[config.mk]
export PLATFORM = sky130hd
export DESIGN_NAME = nixie_mux_scheduler
export DESIGN_NICKNAME = d
export VERILOG_FILES = /design/src/rtl/nixie_mux_scheduler.sv
export SDC_FILE = /design/constraint.sdc
export NUM_CORES = 1
export LEC_CHECK = 0
export CORE_ASPECT_RATIO = 1.1
export CORE_MARGIN = 2
export CORE_UTILIZATION = 50
export CTS_CLUSTER_DIAMETER = 60
export DETAILED_ROUTE_END_ITERATION = 7
export MAX_ROUTING_LAYER = met4
export PLACE_DENSITY = 0.86
export SLEW_MARGIN = 20
export SYNTH_ARGS = -nofsm -noshare
export SYNTH_HDL_FRONTEND = slang
export SYNTH_SLANG_ARGS = --single-unit
[constraint.sdc]
create_clock -name clk_i -period 3.7 [get_ports clk_i]
set_input_delay 0.555 -clock clk_i [delete_from_list [all_inputs] [get_ports clk_i]]
set_output_delay 0.555 -clock clk_i [all_outputs]
set_load 0.02 [all_outputs]
[src/rtl/nixie_mux_scheduler.sv]
// Six-tube nixie multiplexer: BLANK dead-time then ON dwell per slot, one slot per tube.
// Optional anti-poison cathode sweep built only when NIXIE_ANTIPOISON_EN is defined.
module nixie_mux_scheduler #(
  parameter int DWELL_CYCLES  = 200000,
  parameter int BLANK_CYCLES  = 10000,
  parameter int POISON_FRAMES = 50
) (
  input  logic        clk_i,
  input  logic        rst_i,
  input  logic [23:0] digits_i,
  input  logic [5:0]  blank_mask_i,
  input  logic        poison_req_i,
  output logic [5:0]  nixie_enable_o,
  output logic [3:0]  nixie_value_o,
  output logic        frame_start_o,
  output logic        poison_busy_o
);

  localparam int CNT_MAX = (DWELL_CYCLES > BLANK_CYCLES) ? DWELL_CYCLES : BLANK_CYCLES;
  localparam int CNT_W   = $clog2(CNT_MAX + 1);

  typedef enum logic {S_BLANK, S_ON} state_t;

  state_t             state_q, state_d;
  logic [2:0]         idx_q, idx_d;
  logic [CNT_W-1:0]   cnt_q, cnt_d;
  logic               run_q;
  logic               sup_q;
  logic               slot_start, frame_d;
  logic               sweep_d;
  logic [3:0]         step_d;
  logic               busy_d;
  logic [3:0]         dig_sel;
  logic               mask_sel;

  // run_q low means the next edge is the very first cycle of a frame.
  always_comb begin
    state_d    = state_q;
    idx_d      = idx_q;
    cnt_d      = cnt_q - CNT_W'(1);
    slot_start = 1'b0;
    if (!run_q) begin
      state_d    = S_BLANK;
      idx_d      = 3'd0;
      cnt_d      = CNT_W'(BLANK_CYCLES - 1);
      slot_start = 1'b1;
    end else if (cnt_q == '0) begin
      if (state_q == S_BLANK) begin
        state_d = S_ON;
        cnt_d   = CNT_W'(DWELL_CYCLES - 1);
      end else begin
        state_d    = S_BLANK;
        idx_d      = (idx_q == 3'd5) ? 3'd0 : idx_q + 3'd1;
        cnt_d      = CNT_W'(BLANK_CYCLES - 1);
        slot_start = 1'b1;
      end
    end
    frame_d  = slot_start && (idx_d == 3'd0);
    dig_sel  = digits_i[{idx_d, 2'b00} +: 4];
    mask_sel = blank_mask_i[idx_d];
  end

`ifdef NIXIE_ANTIPOISON_EN
  localparam int FW = $clog2(POISON_FRAMES + 1);

  logic          pend_q, pend_d;
  logic          sweep_q;
  logic [3:0]    step_q;
  logic [FW-1:0] fcnt_q, fcnt_d;

  // A request accepted at a frame-start edge already counts for that frame;
  // a request seen while frame_start is high arrives one edge too late.
  always_comb begin
    sweep_d = sweep_q;
    step_d  = step_q;
    fcnt_d  = fcnt_q;
    pend_d  = pend_q | (poison_req_i & ~poison_busy_o);
    if (frame_d) begin
      if (sweep_q) begin
        if (fcnt_q == '0) begin
          if (step_q == 4'd9) begin
            sweep_d = 1'b0;
          end else begin
            step_d = step_q + 4'd1;
            fcnt_d = FW'(POISON_FRAMES - 1);
          end
        end else begin
          fcnt_d = fcnt_q - FW'(1);
        end
      end else if (pend_d) begin
        sweep_d = 1'b1;
        pend_d  = 1'b0;
        step_d  = 4'd0;
        fcnt_d  = FW'(POISON_FRAMES - 1);
      end
    end
    busy_d = pend_d | sweep_d;
  end

  always_ff @(posedge clk_i or posedge rst_i) begin
    if (rst_i) begin
      pend_q  <= 1'b0;
      sweep_q <= 1'b0;
      step_q  <= 4'd0;
      fcnt_q  <= '0;
    end else begin
      pend_q  <= pend_d;
      sweep_q <= sweep_d;
      step_q  <= step_d;
      fcnt_q  <= fcnt_d;
    end
  end
`else
  logic poison_req_unused;
  assign poison_req_unused = poison_req_i;
  assign sweep_d = 1'b0;
  assign step_d  = 4'd0;
  assign busy_d  = 1'b0;
`endif

  always_ff @(posedge clk_i or posedge rst_i) begin
    if (rst_i) begin
      state_q        <= S_BLANK;
      idx_q          <= 3'd0;
      cnt_q          <= '0;
      run_q          <= 1'b0;
      sup_q          <= 1'b0;
      nixie_enable_o <= 6'd0;
      nixie_value_o  <= 4'd0;
      frame_start_o  <= 1'b0;
      poison_busy_o  <= 1'b0;
    end else begin
      state_q       <= state_d;
      idx_q         <= idx_d;
      cnt_q         <= cnt_d;
      run_q         <= 1'b1;
      frame_start_o <= frame_d;
      poison_busy_o <= busy_d;
      // Digit and suppression are latched once per slot and held through ON.
      if (slot_start) begin
        if (sweep_d) begin
          nixie_value_o <= step_d;
          sup_q         <= 1'b0;
        end else begin
          nixie_value_o <= dig_sel;
          sup_q         <= mask_sel | (dig_sel > 4'd9);
        end
      end
      if (state_d == S_ON && !sup_q) nixie_enable_o <= 6'b000001 << idx_d;
      else                           nixie_enable_o <= 6'd0;
    end
  end

endmodule
## Yosys cells after proc, flatten, opt, wreduce, memory -nomap -nowiden

Index checks and enable logic that the tools add are counted.

- Shifts and indexed selects: 2
- Add/subtract/negate cells: 2
- Mux-type cells: 16
- Bitwise operators: 1
- Order comparisons: 2
- Reductions and logical operators: 5
- Equality and inequality tests: 1

Operators by type and width:

| operator | number |
|---|---|
| two-way mux 18 bit | 3 |
| variable part select 24 x 6 -> 4 bit | 1 |
| zero test 18 bit | 1 |
| subtractor 18 x 1 -> 18 bit (second input constant) | 1 |
| two-way mux 3 bit | 4 |
| two-way mux 1 bit | 7 |
| two-way mux 6 bit | 1 |
| left shift 1 x 3 -> 6 bit (first input constant) | 1 |
| greater-than comparator 4 bit (second input constant) | 1 |
| less-than comparator 3 x 4 -> 1 bit (second input constant) | 1 |
| adder 3 x 1 -> 3 bit (second input constant) | 1 |
| binary-select mux 1 bit (select 3 bit) | 1 |
| == test 3 bit (second input constant) | 1 |
| zero test 3 bit | 1 |
| logical AND 1 bit | 2 |
| zero test 1 bit | 1 |
| bitwise OR 1 bit | 1 |

- Flip-flop bits (word level): 35
- Word-level logic and storage cells: 37
- Input port bits: 33
- Output and inout bits: 12

## Depth between registers and ports, before layout

- Depth in word-level cells: 8
- Depth in mapped cells: 12
- Mapped depth without buffers: 11

## Worst setup path before layout

Ideal clock, no wire load.

- Kind: register -> register
- Start point: register cnt_q[12]
- End point: register sup_q
- Buffers on the path: 1
- Data required time: 3,574 ps
- Cell stages (with the launch flop): 11
- Period minus slack after synthesis: 2,813 ps
- Library setup time: 126 ps
- Data arrival time: 2,687 ps
- Path slack: 887 ps
- Path through: dfrtp_1 -> or4_1 -> buf_2 -> nor3_2 -> nand2_2 -> mux2_4 -> clkinv_2 -> mux2_2 -> a22oi_1 -> a32oi_1 -> o32a_1

- Longest elaborated chain between the ends: 6
- Elaborated cells on any way between the ends: 10
- Those cells by class: order compare (1); shift (1); mux (6); bitwise (1); reduce/logical (1)

RTL lines:

| item | RTL line | text |
|---|---|---|
| start, declared | 26 | `logic [CNT_W-1:0] cnt_q, cnt_d;` |
| start signal, assigned | 135 | `cnt_q <= cnt_d;` |
| zero test 18 bit * | 47 | `end else if (cnt_q == '0) begin` |
| two-way mux 3 bit * | 47 |  |
| two-way mux 3 bit * | 42 | `if (!run_q) begin` |
| net idx_d[2] | 25 | `logic [2:0] idx_q, idx_d;` |
| variable part select 24 x 6 -> 4 bit or binary-select mux 1 bit (select 3 bit) (tied branches) | 59, 60 |  |
| greater-than comparator 4 bit or two-way mux 1 bit (tied branches) | 146, 60 |  |
| bitwise OR 1 bit * | 146 | `sup_q <= mask_sel \| (dig_sel > 4'd9);` |
| end signal, assigned | 146 |  |
| end, declared | 28 | `logic sup_q;` |

The timed path passes the listed nets; every way through them passes the cells marked *. The select of a mux whose other input is x is not followed.
A chain may end at the register's enable or synchronous reset.

## Worst setup path in the final report

Ends and elaborated chain as after synthesis.

==> summary.txt <==
Outcome
  • Status: complete, no violations

Floorplan
  • CORE AREA: between 3000 and 4000 sq um
  • Initial Util: 51.3%
  • Io pins: 45
  • Chip Height: 70.3 microns
  • Die Wd: 64.3 microns
  • Row count: 24
  • Die area: 4520 sq um

Timing
  • Final min period: 3.11 ns
  • Slew Limit Fails: 0
  • Finish-stage setup viols: 0
  • Tcrit/Tclk final: 84.0%
  • Setup TNS: 0 ns
  • Final Skew: between 0.004 and 0.005 ns
  • Rel. slew slack: 54.1%
  • RSZ-0062 raised after global routing: no
  • Hold_ws: 0.494 ns
  • Hold Fails Final Rpt: 0
  • Slew of the pin with the lowest slew margin: between 0.6 and 0.7 ns
  • Fmax: 0.322 GHz

Worst setup path
  • CP Launch Type: flip-flop
  • Critical Path RT: 3.88 ns
  • Setup CP Type: reg -> reg
  • Worst path max stage delay: around 0.68 ns
  • CP delay by family, top: simple AND/OR/NAND/NOR gates
  • Worst EP arrival: roughly 3.3 ns
  • Slowest cell on crit path: or4_1
  • Crit-path cells: or4_1, nor3_2, nand2_2, mux2_4, clkinv_2, mux2_2, a22oi_1, a32oi_1, o32a_1
  • Worst-path fanout max: 6
  • Critical Path End Type: flip-flop
  • Crit path buf inv count: 1

Clock tree
  • CTS H-tree lvls: 2
  • CTS tree: yes
  • Post-CTS Hold Buffers: 0
  • Post-CTS Setup Inserts: 0
  • Clk Tree Root Cell: clkbuf_8
  • Post-CTS sizing: 0
  • CTS clk-pin slew, worst paths: 0.07 ns
  • Clock Latency Late Sink: 0.29 ns
  • CTS Sinks: 35
  • CTS Buf Count: 5
  • CTS max path bufs: 2

Global routing
  • Overflow after GRT: 0
  • Vias in the first global route: roughly 1700
  • Initial antenna violation count: 0
  • GRT Util Overall: 21.7%
  • Pin count of the biggest net entering global routing: 20
  • Global-route wire length before repair: 7530 microns

Route
  • Remaining DRCs: 0
  • Vias per cell: 5.48
  • Drt first pass iters: 4
  • Wirelength per Cell: 13.7 microns
  • Vias: between 1500 and 2000
  • Post-DRT Antenna Nets: 0
  • DRT iter0 DRCs: 63
  • Total wire length: 4200 microns

Logic synthesis
  • Avg Inst Size Synth: 9.48 sq um
  • Yosys top cell by area: dfrtp_1
  • Post-synth top area share: 43.8%
  • Top FF cell, synth: dfrtp_1
  • Mapped Cells: 211
  • Sequential-to-total area share from yosys stat: 43.8%
  • Syn_nets: 247
  • Leading post-synthesis cells by cell area: dfrtp_1, nor2_1, mux2_2, nand2_1, xnor2_1
  • Count of cell types in the netlist: 52
  • Number of synthesized flops with an enable pin: 0
  • Synth warn: 0
  • Synth Register Bits: 35
  • Asr flop ratio synth: 100%
  • Synthesized area: roughly 2000 sq um

Final layout
  • Share of cells above drive strength 1: 13.3%
  • Most common cell after layout, fill and taps aside: clkdlybuf4s50_1
  • Nets@finish: 290
  • Fill count: 328
  • Most frequent cells in the layout: clkdlybuf4s50_1, dfrtp_1, nor2_1
  • Layout area overhead: 27.5%
  • # diodes: 0
  • Finished Core Util: 65.3%

Power and ir drop
  • NetSw: 0.183 mW
  • VDD IR-drop max: 0.000207 V
  • Leakage: ~1.0 nW
  • Int Power: 0.572 mW
  • Gate power share: 12.1%
  • Clock power frac: between 30% and 40%
  • Pwr Density: between 200 and 300 nW/um^2
  • Sequential share of power: 52.5%
  • Switching Fraction: 24.3%

Hold path
  • Hold Crit Class: reg -> reg

Placed design
  • GP Congestion: roughly 0.77
  • IO buf count: 42
  • Post-detail-place hpwl: roughly 3200 microns

Job
  • Max-Cap Viols: 0
-- synthesized netlist by cell type, types with 4 or more instances --
cell,instances
nand2_1,22
nor2_1,26
xor2_1,5
xnor2_1,8
nand3_1,6
a21oi_1,10
mux2_2,8
clkbuf_1,4
dfrtp_1,35
inv_1,5
nand2b_1,5
nor3_1,9
-- power by group through the flow --
| stage | registers, mW | logic (mW) | clock network, mW |
|---|---|---|---|
| 2_1_floorplan | 0.409 | 0.0361 | 0 |
| 3_3_place_gp | 0.403 | 0.0903 | 0 |
| 3_5_place_dp | 0.404 | 0.0920 | 0 |
| 4_1_cts | 0.396 | 0.0927 | 0.274 |
| 5_1_grt | 0.397 | 0.100 | 0.291 |
| 6_report | 0.396 | 0.0914 | 0.267 |
-- area by class of cell --
| class | instances | area (sq um) | area share (%) |
|---|---|---|---|
| inverters | 7 | 27.5 | 1.08 |
| flip-flops and latches | 35 | 876 | 34.3 |
| clock inverters | 3 | 15.0 | 0.589 |
| well taps | 52 | 65.1 | 2.55 |
| multi-input cells | 160 | 1050 | 41.4 |
| repair buffers | 45 | 443 | 17.4 |
| clock buffers | 5 | 68.8 | 2.70 |
-- per-layer routing --
metal / track usage, % / up-vias / part of all wire (%)
met4: 9.46 / 0 / 2.4
li1: - / 821 / -
met1: 25.7 / 798 / 42
met5: - / - / 0
met2: 35.6 / 53 / 51
met3: 4.67 / 10 / 4.9
-- state kept, by name, indices dropped and copies added (netlist names) --
signal and flops:
nixie_value_o 4, state_q 1, sup_q 1, cnt_q 18
nixie_enable_o 6, idx_q 3, frame_start_o 1, run_q 1
-- per-stage QoR --
stage | power, mW | setup WS, ns | instance area, sq um | std cells
final | 0.755 | 0.592 | 2550 | 307
after global routing | 0.789 | 0.365 | 2550 | 307
after CTS | 0.763 | 0.571 | 2550 | 307
after detailed placement | 0.496 | 0.595 | 2470 | 299
after global placement | 0.494 | 0.607 | 2470 | 299
after floorplan | 0.445 | 0.887 | 2000 | 211
-- path summary, 6_finish.rpt --
check                          start           endpoint  slack, ns  cells past startpoint
max                        cnt_q[12]              sup_q       0.59                      9
min                         cnt_q[0]           cnt_q[0]       0.49                      1
max reg2reg                cnt_q[12]              sup_q       0.59                      9
min reg2reg                 cnt_q[0]           cnt_q[0]       0.49                      1
max in group asynchronous      rst_i           cnt_q[2]       2.32                      3
min in group asynchronous      rst_i  nixie_enable_o[0]       0.67                      2
-- cells by family after synthesis --
group	share of synthesized area [%]
adders and majority gates	1.88
DFF	43.8
muxes	9.38
AOI/OAI and AO/OA	11.6
other	0.375
buffers and inverters	3.50
and+or+nand+nor	23.8
xor gates and xnor gates	5.69
(Power assumes the default switching activity.)
